### src/rtl/sntc_ldpc_pkg.sv
// Shared types and helpers for the LDPC encoder sequencer.
// Holds the FSM state encoding, default code sizes and a saturating increment.
package sntc_ldpc_pkg;

    typedef enum logic [1:0] {
        ST_IDLE,
        ST_START,
        ST_CHECK,
        ST_DONE
    } state_e;

    localparam int MM_DEF = 'h000a8;
    localparam int NN_DEF = 'h000d0;

    // Increments v, but never past max.
    function automatic logic [31:0] sat_inc(
        input logic [31:0] v,
        input logic [31:0] max
    );
        return (v >= max) ? max : v + 32'd1;
    endfunction

endpackage

### src/rtl/sntc_sat_counter.sv
// Saturating statistics counter with synchronous clear.
// Ports: clk, rstn, inc (count one event), clr (zero next cycle), cnt (value).
module sntc_sat_counter
    import sntc_ldpc_pkg::*;
#(
    parameter int W = 16
) (
    input  logic         clk,
    input  logic         rstn,
    input  logic         inc,
    input  logic         clr,
    output logic [W-1:0] cnt
);

    localparam logic [W-1:0] MAX_V = '1;

    logic [W-1:0] cnt_q;
    logic [W-1:0] cnt_d;

    always_comb begin
        cnt_d = cnt_q;
        if (clr) begin
            cnt_d = '0;
        end else if (inc) begin
            cnt_d = W'(sat_inc(32'(cnt_q), 32'(MAX_V)));
        end
    end

    always_ff @(posedge clk or negedge rstn) begin
        if (!rstn) begin
            cnt_q <= '0;
        end else begin
            cnt_q <= cnt_d;
        end
    end

    assign cnt = cnt_q;

endmodule

### src/rtl/sntc_ldpc_encoder_ctrl.sv
// Sequencer for the LDPC encoder + syndrome checker: one word in flight.
// Ports: in_* accept handshake, enc_* encoder/checker side, out_* result
// handshake, busy, and saturating pass/fail counters cnt_ok/cnt_err.
module sntc_ldpc_encoder_ctrl
    import sntc_ldpc_pkg::*;
#(
    parameter int MM      = MM_DEF,
    parameter int NN      = NN_DEF,
    parameter int K       = NN - MM,
    parameter int CHK_LAT = 2,
    parameter int TIMEOUT = 16,
    parameter int CNT_W   = 16
) (
    input  logic             clk,
    input  logic             rstn,
    input  logic             clr,
    input  logic             in_valid,
    output logic             in_ready,
    input  logic [K-1:0]     in_data,
    output logic [K-1:0]     enc_y_nr_in_port,
    output logic             enc_clr,
    input  logic [NN-1:0]    enc_y_nr,
    input  logic             enc_valid_cword,
    output logic             out_valid,
    input  logic             out_ready,
    output logic [NN-1:0]    out_cword,
    output logic             out_err,
    output logic             busy,
    output logic [CNT_W-1:0] cnt_ok,
    output logic [CNT_W-1:0] cnt_err
);

    localparam int WAIT_W = $clog2(TIMEOUT + 1);
    localparam logic [WAIT_W-1:0] LAT_V = WAIT_W'(CHK_LAT);
    localparam logic [WAIT_W-1:0] TO_V  = WAIT_W'(TIMEOUT - 1);

    state_e state_q, state_d;
    logic [K-1:0]      data_q, data_d;
    logic [NN-1:0]     cword_q, cword_d;
    logic              err_q, err_d;
    logic              enc_clr_q, enc_clr_d;
    logic [WAIT_W-1:0] wait_q, wait_d;
    logic              pass, fail;

    always_ff @(posedge clk or negedge rstn) begin
        if (!rstn) begin
            state_q <= ST_IDLE;
        end else begin
            state_q <= state_d;
        end
    end

    always_comb begin
        state_d = state_q;
        pass    = 1'b0;
        fail    = 1'b0;
        unique case (state_q)
            ST_IDLE: begin
                if (in_valid) state_d = ST_START;
            end
            ST_START: begin
                state_d = ST_CHECK;
            end
            ST_CHECK: begin
                // Early valid_cword may still describe the previous word.
                if (enc_valid_cword && (wait_q >= LAT_V)) begin
                    pass    = 1'b1;
                    state_d = ST_DONE;
                end else if (wait_q == TO_V) begin
                    fail    = 1'b1;
                    state_d = ST_DONE;
                end
            end
            ST_DONE: begin
                if (out_ready) state_d = ST_IDLE;
            end
            default: state_d = ST_IDLE;
        endcase
        if (clr) begin
            state_d = ST_IDLE;
            pass    = 1'b0;
            fail    = 1'b0;
        end
    end

    always_comb begin
        in_ready  = (state_q == ST_IDLE);
        out_valid = (state_q == ST_DONE);
        busy      = (state_q != ST_IDLE);
    end

    always_comb begin
        data_d    = data_q;
        cword_d   = cword_q;
        err_d     = err_q;
        wait_d    = wait_q;
        if ((state_q == ST_IDLE) && in_valid) data_d = in_data;
        if (state_q == ST_START) wait_d = '0;
        if (state_q == ST_CHECK) wait_d = wait_q + 1'b1;
        if (pass || fail) begin
            cword_d = enc_y_nr;
            err_d   = fail;
        end
        // Registered decode so the clear pulse covers exactly START.
        enc_clr_d = (state_d == ST_START);
        if (clr) begin
            data_d    = '0;
            cword_d   = '0;
            err_d     = 1'b0;
            wait_d    = '0;
            enc_clr_d = 1'b1;
        end
    end

    always_ff @(posedge clk or negedge rstn) begin
        if (!rstn) begin
            data_q    <= '0;
            cword_q   <= '0;
            err_q     <= 1'b0;
            wait_q    <= '0;
            enc_clr_q <= 1'b1;
        end else begin
            data_q    <= data_d;
            cword_q   <= cword_d;
            err_q     <= err_d;
            wait_q    <= wait_d;
            enc_clr_q <= enc_clr_d;
        end
    end

    assign enc_y_nr_in_port = data_q;
    assign out_cword        = cword_q;
    assign out_err          = err_q;
    assign enc_clr          = enc_clr_q;

    sntc_sat_counter #(.W(CNT_W)) u_cnt_ok (
        .clk  (clk),
        .rstn (rstn),
        .inc  (pass),
        .clr  (clr),
        .cnt  (cnt_ok)
    );

    sntc_sat_counter #(.W(CNT_W)) u_cnt_err (
        .clk  (clk),
        .rstn (rstn),
        .inc  (fail),
        .clr  (clr),
        .cnt  (cnt_err)
    );

endmodule

### config.mk
export PLATFORM = sky130hd
export DESIGN_NAME = sntc_ldpc_encoder_ctrl
export DESIGN_NICKNAME = d
export VERILOG_FILES = /design/src/rtl/sntc_ldpc_pkg.sv /design/src/rtl/sntc_sat_counter.sv /design/src/rtl/sntc_ldpc_encoder_ctrl.sv
export SDC_FILE = /design/constraint.sdc
export NUM_CORES = 1
export LEC_CHECK = 0
export CAP_MARGIN = 10
export CORE_MARGIN = 2
export CORE_UTILIZATION = 30
export DETAILED_ROUTE_END_ITERATION = 8
export PLACE_DENSITY = 0.59
export RECOVER_POWER = 50
export SLEW_MARGIN = 20
export SYNTH_ARGS = -nofsm -noshare
export SYNTH_HDL_FRONTEND = slang
export SYNTH_SLANG_ARGS = --single-unit
export TNS_END_PERCENT = 50
### constraint.sdc
create_clock -name clk -period 2.25 [get_ports clk]
set_input_delay 0.3375 -clock clk [delete_from_list [all_inputs] [get_ports clk]]
set_output_delay 0.3375 -clock clk [all_outputs]
set_load 0.02 [all_outputs]
==> load_flow_metrics.sql, run 1 <==
INSERT INTO impl_metrics (metric_group, metric, value, unit) VALUES
('die', 'io-pin-count', '539', ''),
('setup_path', 'start_kind', 'register', ''),
('outcome', 'outcome', 'finished with violations', ''),
('sta', 'grt_setup_unrepaired', 'true', ''),
('route', 'ratio_of_routed_vias_to_standard_cells', '4.64', ''),
('clock_network', 'cts_max_path_buffers', '3', ''),
('sta', 'finalWorstSetupSlack', '-62.4', 'ps'),
('global_routing', 'antenna_found_initial', '3', ''),
('cells_and_area', 'final_layout_size_suffix_gt1_share', '22.4', '%'),
('power', 'pwr_density_cell', '776', 'nW/µm²'),
('sta', 'hold_viol', '0', ''),
('setup_path', 'worstReg2RegEnd', 'out_cword[114]', ''),
('global_routing', 'busiest_layer', 'met2', ''),
('clock_network', 'htreeDepth', '2', ''),
('setup_path', 'regToRegStartpoint', 'wait_q[0]', ''),
('synthesis', 'post_synth_num_cell_types', '49', ''),
('route', 'dr.first_iter.drc_count', '488', ''),
('synthesis', 'ys_warn_count', '0', ''),
('synthesis', 'syn-cell-area', '13300', 'µm²'),
('clock_network', 'clkTransAtPathRegs', '60', 'ps'),
('cells_and_area', 'area.growth.synth_to_final', '60.9', '%'),
('global_routing', 'overflow', '0', ''),
('placement', 'place.gp.congestion', '0.810', ''),
('sta', 'fin_worst_hold_slack', '316', 'ps'),
('global_routing', 'grt_use_met1', '22.3', '%'),
('sta', 'fmax_achieved', '432', 'MHz'),
('sta', 'report.final.setup_viol', '120', ''),
('synthesis', 'synth-async-reset-ratio', '100', '%'),
('setup_path', 'cp_num_buf_inv', '5', ''),
('setup_path', 'r2r_slack', '-60', 'ps'),
('route', 'num_vias', '10300', ''),
('die', 'placementRows', '77', ''),
('sta', 'max_slew_margin', '0.969', '%'),
('setup_path', 'critical_path_required', '2650', 'ps'),
('clock_network', 'cts_sinks', '289', ''),
('setup_path', 'largest_incremental_delay_on_the_critical_path', '410', 'ps'),
('synthesis', 'synth-edff-count', '0', ''),
('synthesis', 'synth_seq_cells', '289', ''),
('cells_and_area', 'ff_latch_area', '7230', 'µm²'),
('clock_network', 'clock_tree_from_tritoncts', 'built', ''),
('route', 'ant_nets', '0', ''),
('sta', 'fin_tns_setup', '-3220', 'ps'),
('route', 'drtPass1Iterations', '4', ''),
('route', 'route.final.wire_length', '43000', 'µm'),
('route', 'drt-wirelength-per-cell', '19.4', 'µm'),
('sta', 'timing.final.crit_period', '2310', 'ps'),
('placement', 'placedCellCount', '2134', ''),
('placement', 'hpwl', '30100', 'µm'),
('setup_path', 'worstSetupPathDepth', '11', ''),
('setup_path', 'timing_worst_setup_path_type', 'register to register', ''),
('die', 'initial_utilization', '30.2', '%'),
('die', 'floorplan_die_area', '45900', 'µm²'),
('global_routing', 'grt.met2_usage', '29.2', '%'),
('setup_path', 'timing.critical_path.from', 'wait_q[0]', ''),
('global_routing', 'grt_start_max_net_pins', '87', ''),
('setup_path', 'max_fanout_on_critical_path', '8', ''),
('global_routing', 'gr-usage-all-layers', '17.8', '%'),
('setup_path', 'path_delay_family', 'buffers and inverters', ''),
('sta', 'final-max-slew-violation-count', '0', ''),
('global_routing', 'grt_first_pass_wirelength', '64400', 'µm'),
('sta', 'timing_worst_slew_pin_value', '1490', 'ps'),
('die', 'die_h', '214', 'µm'),
('cells_and_area', 'commonest_cells_after_routing_fill_and_taps_aside', 'sky130_fd_sc_hd__clkdlybuf4s50_1 (533), sky130_fd_sc_hd__dfrtp_1 (288), sky130_fd_sc_hd__nor2b_1 (211)', ''),
('outcome', 'violations', 'setup timing', ''),
('setup_path', 'crit_top_cell', 'sky130_fd_sc_hd__buf_12', ''),
('cells_and_area', 'mostFrequentLayoutCell', 'sky130_fd_sc_hd__clkdlybuf4s50_1', ''),
('job', 'cap_violations', '0', ''),
('synthesis', 'synth.net_count', '1272', ''),
('synthesis', 'synth_seq_area_share', '54.6', '%'),
('setup_path', 'worst-r2r-cell-count', '11', ''),
('synthesis', 'synth-main-ff-cell', 'sky130_fd_sc_hd__dfrtp_1', '');
-- final cells by class --
class	count	share of cell area [%]
Sequential cell	289	33.9
Timing Repair Buffer	617	29.7
Multi-Input combinational cell	646	26.9
Clock buffer	46	4.78
Tap cell	592	3.47
Clock inverter	14	0.980
Inverter	12	0.211
Antenna cell	1	0.0117
-- worst min path at each step --
stage | slack, ps | start | end | depth (start not counted)
after global placement | 300 | rstn | out_cword[154] | 1
after CTS | 260 | clr | u_cnt_err.cnt[5] | 5
after detailed placement | 310 | rstn | out_cword[154] | 1
after floorplan | 40 | rstn | enc_y_nr_in_port[0] | 0
after global routing | 320 | clr | u_cnt_ok.cnt[7] | 5
final | 320 | clr | u_cnt_err.cnt[5] | 5
-- registers in the layout, indices dropped and copies added, names as in the netlist --
name / count
enc_clr: 1
enc_y_nr_in_port: 40
out_cword: 208
out_err: 1
state_q: 2
u_cnt_err.cnt: 16
u_cnt_ok.cnt: 16
wait_q: 5
-- synthesized netlist by cell type (13+ instances only) --
cell type                  count  area, µm²
sky130_fd_sc_hd__mux2_4      100       1500
sky130_fd_sc_hd__nand3_1      13       65.1
sky130_fd_sc_hd__buf_6        14        158
sky130_fd_sc_hd__nor2b_1     211       1320
sky130_fd_sc_hd__nor2_1       24       90.1
sky130_fd_sc_hd__a21oi_1      20        100
sky130_fd_sc_hd__clkbuf_1     36        135
sky130_fd_sc_hd__a22o_1       40        350
sky130_fd_sc_hd__a211oi_1     15        113
sky130_fd_sc_hd__mux2_2      108       1220
sky130_fd_sc_hd__a311oi_1     13        114
sky130_fd_sc_hd__dfrtp_1     288       7210
-- stage by stage --
step / util (%) / worst slack, ps / instance area (µm²)
after detailed placement: 44.8 / -104 / 19700
after floorplan: - / 44.1 / 13300
after global placement: 44.8 / -96.5 / 19700
final: 48.5 / -62.4 / 21300
after global routing: 48.5 / -162 / 21300
after CTS: 47.8 / 8.78 / 21000
-- metal layers --
metal / share of wire (%) / up-vias
li1: - / 4758
met1: 42 / 5068
met2: 48 / 399
met3: 7.6 / 63
met4: 2.4 / 4
met5: 0.056 / -
-- worst register-to-register path: stages (launching register included) --
cell,delay (ps)
sky130_fd_sc_hd__dfrtp_1,410
sky130_fd_sc_hd__ha_2,200
sky130_fd_sc_hd__and3_4,150
sky130_fd_sc_hd__ha_4,160
sky130_fd_sc_hd__buf_4,120
sky130_fd_sc_hd__inv_1,110
sky130_fd_sc_hd__nand2_2,90
sky130_fd_sc_hd__a2bb2oi_4,170
sky130_fd_sc_hd__buf_12,160
sky130_fd_sc_hd__buf_12,140
sky130_fd_sc_hd__clkbuf_16,180
sky130_fd_sc_hd__mux2_4,300
-- kinds of logic after synthesis --
| kind of cell | count (synthesis) | synth area share, % |
|---|---|---|
| AOI/OAI and AO/OA | 128 | 7.42 |
| xor gates and xnor gates | 2 | 0.132 |
| adders and majority gates | 5 | 0.472 |
| buffers and inverters | 78 | 3.14 |
| DFF | 289 | 54.6 |
| muxes | 209 | 20.6 |
| and+or+nand+nor | 302 | 13.7 |
-- power breakdown --
part / internal (mW) / leakage (nW) / switching, mW
clock network: 3.77 / 0.606 / 2.27
logic: 2.41 / 4.76 / 1.89
registers: 5.83 / 3.79 / 0.372
-- timing repair --
action                                  4_1_cts  5_1_grt
hold endpoints to repair                     45        0
hold buffers                                  1        0
gates resized for setup                      17       27
buffers inserted                              2       10
gates cloned                                  1        8
endpoints found under the setup margin       12      197
pin swaps                                     4       13
Note: power is estimated with default switching activity, not from simulation.
==> run 2: changes to the inputs <==
--- a/config.mk
+++ b/config.mk
@@ -5,11 +5,12 @@
 export SDC_FILE = /design/constraint.sdc
 export NUM_CORES = 1
 export LEC_CHECK = 0
+export ABC_AREA = 1
 export CAP_MARGIN = 10
 export CORE_MARGIN = 2
 export CORE_UTILIZATION = 30
 export DETAILED_ROUTE_END_ITERATION = 8
-export PLACE_DENSITY = 0.59
+export PLACE_DENSITY = 0.58
 export RECOVER_POWER = 50
 export SLEW_MARGIN = 20
 export SYNTH_ARGS = -nofsm -noshare
==> constraint.sdc (replaced) <==
create_clock -name clk -period 2.3 [get_ports clk]
set_input_delay 0.345 -clock clk [delete_from_list [all_inputs] [get_ports clk]]
set_output_delay 0.345 -clock clk [all_outputs]
set_load 0.02 [all_outputs]
==> load_flow_metrics.sql, run 2 <==
INSERT INTO impl_metrics (metric_group, metric, value, unit) VALUES
('outcome', 'outcome', 'finished clean', ''),
('sta', 'fmax_achieved', '460', 'MHz'),
('die', 'chipWidth', '207', 'µm'),
('setup_path', 'max_fanout_on_critical_path', '5', ''),
('die', 'placementRows', '74', ''),
('hold_path', 'type_of_the_worst_min_delay_path', 'primary input to asynchronous set/reset pin', ''),
('sta', 'fin_worst_skew', '11.1', 'ps'),
('power', 'cellLeakagePower', '9.69', 'nW'),
('die', 'io-pin-count', '539', ''),
('cells_and_area', 'layout.core_utilization', '48.1', '%'),
('clock_network', 'cts_sinks', '289', ''),
('power', 'pwr_density_cell', '703', 'nW/µm²'),
('cells_and_area', 'area.growth.synth_to_final', '58.5', '%'),
('synthesis', 'syn-cell-area', '12400', 'µm²'),
('cells_and_area', 'nNetsFinal', '2254', ''),
('global_routing', 'grt_start_max_net_pins', '82', ''),
('setup_path', 'start_kind', 'register', ''),
('placement', 'io_buffer_count', '538', ''),
('setup_path', 'timing_worst_setup_path_type', 'register to output pin', ''),
('clock_network', 'htreeDepth', '2', ''),
('die', 'die_h', '207', 'µm'),
('global_routing', 'overflow', '0', ''),
('sta', 'max_slew_margin', '21.1', '%'),
('placement', 'place.gp.congestion', '0.884', ''),
('clock_network', 'clkTransAtPathRegs', '60', 'ps'),
('synthesis', 'synth_seq_cells', '289', ''),
('sta', 'timing.final.crit_period', '2170', 'ps'),
('setup_path', 'regToRegStartpoint', 'wait_q[0]', ''),
('cells_and_area', 'flip_flop_count_of_the_largest_register_after_layout', '208', ''),
('clock_network', 'cts_post_setup_buffers_inserted', '0', ''),
('sta', 'final-max-slew-violation-count', '0', ''),
('sta', 'timing_worst_slew_pin_value', '1180', 'ps'),
('synthesis', 'post_synth_inst_count', '1471', ''),
('global_routing', 'first_global_vias', '11500', ''),
('route', 'ant_nets', '0', ''),
('power', 'vdd_drop_max', '472', 'µV'),
('die', 'design.core.area', '40700', 'µm²'),
('clock_network', 'numCtsBuffers', '35', ''),
('synthesis', 'synth_top_cell_by_area', 'sky130_fd_sc_hd__dfrtp_1', ''),
('sta', 'min_period_over_period', '94.5', '%'),
('synthesis', 'synth_area_leaders', 'sky130_fd_sc_hd__dfrtp_1 (58%), sky130_fd_sc_hd__nand2_1 (17%), sky130_fd_sc_hd__nand3_1 (12%)', ''),
('route', 'route.final.wire_length', '44600', 'µm'),
('clock_network', 'clock_tree_from_tritoncts', 'built', ''),
('global_routing', 'gr-usage-all-layers', '20.4', '%'),
('synthesis', 'synth-async-reset-ratio', '100', '%'),
('clock_network', 'cts_max_path_buffers', '3', ''),
('synthesis', 'synth-edff-count', '0', ''),
('synthesis', 'postSynthAreaPerCell', '8.41', 'µm²'),
('synthesis', 'synth-main-ff-cell', 'sky130_fd_sc_hd__dfrtp_1', ''),
('job', 'cap_violations', '0', ''),
('setup_path', 'timing.critical_path.from', 'state_q[1]', ''),
('cells_and_area', 'fin_cells', '2554', ''),
('route', 'num_vias', '11900', ''),
('synthesis', 'ys_warn_count', '0', ''),
('synthesis', 'post_synth_num_cell_types', '26', ''),
('placement', 'placedCellCount', '2489', ''),
('global_routing', 'grt_first_pass_wirelength', '69400', 'µm'),
('cells_and_area', 'mostFrequentLayoutCell', 'sky130_fd_sc_hd__nand2_1', ''),
('die', 'floorplan_die_area', '42900', 'µm²'),
('route', 'drt-wirelength-per-cell', '17.5', 'µm'),
('setup_path', 'worst_setup_path_end_kind', 'output pin', ''),
('synthesis', 'synth_top_area_share', '58.2', '%'),
('route', 'ratio_of_routed_vias_to_standard_cells', '4.65', ''),
('cells_and_area', 'commonest_cells_after_routing_fill_and_taps_aside', 'sky130_fd_sc_hd__nand2_1 (555), sky130_fd_sc_hd__clkdlybuf4s50_1 (442), sky130_fd_sc_hd__nand3_1 (293)', ''),
('setup_path', 'critPathArrivalTime', '1830', 'ps'),
('cells_and_area', 'final_layout_size_suffix_gt1_share', '4.90', '%'),
('sta', 'grt_setup_unrepaired', 'false', ''),
('clock_network', 'clockRootBuffer', 'sky130_fd_sc_hd__clkbuf_16', ''),
('global_routing', 'antenna_found_initial', '2', ''),
('sta', 'fin_worst_hold_slack', '333', 'ps'),
('sta', 'fin_tns_setup', '0', 'ps'),
('synthesis', 'synth.net_count', '1730', ''),
('synthesis', 'synth_seq_area_share', '58.5', '%'),
('synthesis', 'synth_most_common_cell', 'sky130_fd_sc_hd__nand2_1', ''),
('route', 'post-route-drc-count', '0', ''),
('route', 'drtPass1Iterations', '6', ''),
('placement', 'hpwl', '31900', 'µm'),
('synthesis', 'yosys-top-cells-count', 'sky130_fd_sc_hd__nand2_1 (556), sky130_fd_sc_hd__nand3_1 (294), sky130_fd_sc_hd__dfrtp_1 (288)', ''),
('sta', 'report.final.setup_viol', '0', ''),
('setup_path', 'critical_path_required', '1960', 'ps'),
('clock_network', 'clock_insertion_delay_worst_skew', '530', 'ps'),
('sta', 'hold_viol', '0', ''),
('die', 'initial_utilization', '30.4', '%'),
('route', 'dr.first_iter.drc_count', '673', '');
-- run 2: cell type report --
cell class	count	area (µm²)
Tap cell	532	666
Antenna cell	2	5.00
Multi-Input combinational cell	995	4360
Timing Repair Buffer	575	5830
Clock inverter	15	165
Fill cell	3952	21100
Inverter	99	384
Clock buffer	47	971
Sequential cell	289	7230
-- run 2: critical path, cell delays in order, from the launching register on --
cell                              delay [ps]
sky130_fd_sc_hd__dfrtp_1                 420
sky130_fd_sc_hd__nor2_2                  230
sky130_fd_sc_hd__inv_1                    90
sky130_fd_sc_hd__clkdlybuf4s50_1         560
-- run 2: layer usage --
layer,up-vias,part of all wire (%),GRT usage [%]
met5,-,0,0
met4,0,3.0,7.46
met3,67,7.2,5.31
met2,429,49,34.2
met1,5615,41,25.3
li1,5756,-,-
-- run 2: per-stage QoR --
step	power, mW	setup WS, ps	area, µm²
3_3_place_gp	8.43	241	18600
6_report	13.8	127	19600
2_1_floorplan	6.78	466	12400
4_1_cts	14.1	43.6	19700
5_1_grt	14.4	9.49	19600
3_5_place_dp	8.45	227	18600
-- run 2: report_power, final --
part           internal [mW]  total [mW]  switching, mW  leakage, nW
Clock                   3.31        5.53           2.22        0.554
Sequential              5.47        5.69          0.218         3.81
Combinational           1.21        2.58           1.37         5.32
-- run 2: final timing paths --
check                           slack [ps]                   end  depth (start not counted)
worst max-delay path                   130                  busy                          3
worst min-delay path                   330        out_cword[118]                          2
worst max register to register         240         out_cword[70]                         12
worst min register to register         470         out_cword[83]                          2
max in group asynchronous              420  enc_y_nr_in_port[10]                          3
min in group clk                       360         out_cword[98]                          3
-- run 2: timing repair --
item	CTS	global route
endpoints found under the setup margin	2	16
pin swaps	0	0
endpoints found under the hold margin	46	0
gates resized for setup	1	2
hold buffers	1	0
-- run 2: cells by family (layout without fill, tap and decap cells) --
| family | after synthesis | after routing | share of synthesized area, % |
|---|---|---|---|
| AND/OR/NAND/NOR | 908 | 908 | 31.0 |
| flip-flops | 289 | 289 | 58.5 |
| XOR/XNOR | 9 | 9 | 0.637 |
| adder cells (fa/ha/maj) | 5 | 5 | 0.506 |
| other | 0 | 2 | 0 |
| AO/OA/AOI/OAI | 73 | 73 | 3.02 |
| buffers and inverters | 187 | 736 | 6.43 |
==> run 3: changes to the inputs <==
--- a/config.mk
+++ b/config.mk
@@ -10,6 +10,7 @@
 export CORE_MARGIN = 2
 export CORE_UTILIZATION = 30
 export DETAILED_ROUTE_END_ITERATION = 8
+export MAX_ROUTING_LAYER = met4
 export PLACE_DENSITY = 0.58
 export RECOVER_POWER = 50
 export SLEW_MARGIN = 20
==> load_flow_metrics.sql, run 3 (synthesis results as in run 2) <==
INSERT INTO impl_metrics (metric_group, metric, value, unit) VALUES
('outcome', 'outcome', 'finished clean', ''),
('clock_network', 'clkTransAtPathRegs', '60', 'ps'),
('setup_path', 'worstSetupPathDepth', '3', ''),
('clock_network', 'htreeDepth', '2', ''),
('global_routing', 'grt_start_max_net_pins', '82', ''),
('placement', 'place.gp.congestion', '0.899', ''),
('global_routing', 'overflow', '0', ''),
('sta', 'finalWorstSetupSlack', '125', 'ps'),
('clock_network', 'clock_tree_from_tritoncts', 'built', ''),
('die', 'floorplan_die_area', '42900', 'µm²'),
('sta', 'max_slew_margin', '20.6', '%'),
('cells_and_area', 'ff_latch_area', '7230', 'µm²'),
('sta', 'fin_tns_setup', '0', 'ps'),
('die', 'die_h', '207', 'µm'),
('route', 'num_vias', '11800', ''),
('job', 'cap_violations', '0', ''),
('setup_path', 'worstReg2RegEnd', 'out_cword[70]', ''),
('route', 'post-route-drc-count', '0', ''),
('setup_path', 'critPathArrivalTime', '1830', 'ps'),
('setup_path', 'cp_num_buf_inv', '2', ''),
('cells_and_area', 'mostFrequentLayoutCell', 'sky130_fd_sc_hd__nand2_1', ''),
('setup_path', 'slowest_cp_cell', 'sky130_fd_sc_hd__clkdlybuf4s50_1', ''),
('die', 'io-pin-count', '539', ''),
('clock_network', 'clock_insertion_delay_worst_skew', '530', 'ps'),
('clock_network', 'clockRootBuffer', 'sky130_fd_sc_hd__clkbuf_16', ''),
('placement', 'io_buffer_count', '538', ''),
('power', 'finalPower', '13.8', 'mW'),
('sta', 'grt_setup_unrepaired', 'false', ''),
('clock_network', 'cts_max_path_buffers', '3', ''),
('power', 'sequentialPowerShare', '41.2', '%'),
('global_routing', 'grt_first_pass_wirelength', '69200', 'µm'),
('sta', 'min_period_over_period', '94.6', '%'),
('power', 'pwr-share-comb', '18.7', '%'),
('sta', 'timing_worst_slew_pin_value', '1190', 'ps'),
('setup_path', 'largest_incremental_delay_on_the_critical_path', '560', 'ps'),
('cells_and_area', 'nNetsFinal', '2254', ''),
('sta', 'report.final.setup_viol', '0', ''),
('setup_path', 'path_delay_family', 'buffers and inverters', ''),
('setup_path', 'start_kind', 'register', ''),
('sta', 'final-max-slew-violation-count', '0', ''),
('cells_and_area', 'area.growth.synth_to_final', '58.5', '%'),
('setup_path', 'cp_cell_sequence', 'nor2_2 > inv_1 > clkdlybuf4s50_1', ''),
('hold_path', 'type_of_the_worst_min_delay_path', 'primary input to asynchronous set/reset pin', ''),
('route', 'route.final.wire_length', '44700', 'µm'),
('setup_path', 'critical_path_required', '1960', 'ps'),
('placement', 'placedCellCount', '2489', ''),
('setup_path', 'timing_worst_setup_path_type', 'register to output pin', ''),
('die', 'placementRows', '74', ''),
('cells_and_area', 'flip_flop_count_of_the_largest_register_after_layout', '208', ''),
('sta', 'fin_worst_skew', '10.9', 'ps'),
('cells_and_area', 'number_of_filler_cells_placed_in_the_layout', '3952', ''),
('route', 'ratio_of_routed_vias_to_standard_cells', '4.63', ''),
('route', 'drt-wirelength-per-cell', '17.5', 'µm'),
('power', 'power.share.switching', '27.6', '%'),
('cells_and_area', 'final_layout_size_suffix_gt1_share', '4.90', '%'),
('sta', 'hold_viol', '0', ''),
('placement', 'hpwl', '31900', 'µm'),
('sta', 'timing.final.crit_period', '2170', 'ps'),
('die', 'initial_utilization', '30.4', '%'),
('route', 'ant_nets', '0', ''),
('power', 'cellLeakagePower', '9.69', 'nW'),
('sta', 'fmax_achieved', '460', 'MHz'),
('power', 'pwr_density_cell', '704', 'nW/µm²'),
('power', 'power.share.clock', '40.1', '%'),
('placement', 'placed_cell_area', '18600', 'µm²'),
('route', 'dr.first_iter.drc_count', '660', ''),
('power', 'vdd_drop_max', '479', 'µV'),
('placement', 'place_ws', '227', 'ps'),
('cells_and_area', 'commonest_cells_after_routing_fill_and_taps_aside', 'sky130_fd_sc_hd__nand2_1 (555), sky130_fd_sc_hd__clkdlybuf4s50_1 (442), sky130_fd_sc_hd__nand3_1 (293)', ''),
('clock_network', 'cts_post_setup_buffers_inserted', '0', ''),
('clock_network', 'cts_sinks', '289', ''),
('cells_and_area', 'fin_cells', '2554', ''),
('route', 'drtPass1Iterations', '6', ''),
('power', 'total_switching_power', '3.81', 'mW'),
('cells_and_area', 'multi_input_combinational_cell_area', '4360', 'µm²'),
('die', 'design.core.area', '40700', 'µm²'),
('setup_path', 'max_fanout_on_critical_path', '5', ''),
('sta', 'fin_worst_hold_slack', '333', 'ps'),
('global_routing', 'first_global_vias', '11500', ''),
('setup_path', 'r2r_slack', '240', 'ps'),
('global_routing', 'gr-usage-all-layers', '21.0', '%'),
('die', 'chipWidth', '207', 'µm'),
('clock_network', 'numCtsBuffers', '35', ''),
('cells_and_area', 'finalInstanceArea', '19600', 'µm²'),
('global_routing', 'antenna_found_initial', '2', ''),
('setup_path', 'worst_setup_path_end_kind', 'output pin', ''),
('setup_path', 'regToRegStartpoint', 'wait_q[0]', ''),
('setup_path', 'worst-r2r-cell-count', '12', ''),
('cells_and_area', 'layout.core_utilization', '48.1', '%'),
('power', 'cellInternalPower', '9.99', 'mW');
-- run 3: cell counts in the layout (fill, tap and decap cells not counted) --
Identical to the previous run, type by type.
-- run 3: power by group through the flow --
stage	Clock (mW)	Sequential, mW	Combinational (mW)
floorplan	0	6.22	0.563
global placement	0	5.76	2.67
detailed placement	0	5.77	2.68
finish	5.54	5.69	2.58
global route	5.92	5.73	2.76
CTS	5.73	5.69	2.70
-- run 3: repair_timing --
item                       CTS  global route
setup endpoints to repair    2            16
hold buffers                 1             0
resized for setup            1             2
hold endpoints to repair    46             0
-- run 3: final cells by class --
cell class,count,area share [%]
Sequential cell,289,36.9
Tap cell,532,3.39
Inverter,99,1.96
Clock inverter,15,0.842
Antenna cell,2,0.0255
Multi-Input combinational cell,995,22.2
Timing Repair Buffer,575,29.7
Clock buffer,47,4.95
-- run 3: worst max-delay path by stage --
stage	start	endpoint	slack (ps)
after floorplan	wait_q[1]	out_cword[116]	470
after global placement	u_cnt_ok.cnt[0]	u_cnt_ok.cnt[1]	240
after detailed placement	u_cnt_ok.cnt[0]	u_cnt_ok.cnt[1]	230
after CTS	state_q[1]	in_ready	40
after global routing	state_q[1]	busy	10
final	state_q[1]	busy	130
-- run 3: metal layers --
metal | routed length (µm) | global-route usage (%) | vias to the layer above
met3 | 3140 | 5.17 | 67
met4 | 1250 | 7.46 | 0
met5 | 0 | - | -
met1 | 18100 | 25.3 | 5559
met2 | 22100 | 34.3 | 446
li1 | - | - | 5752
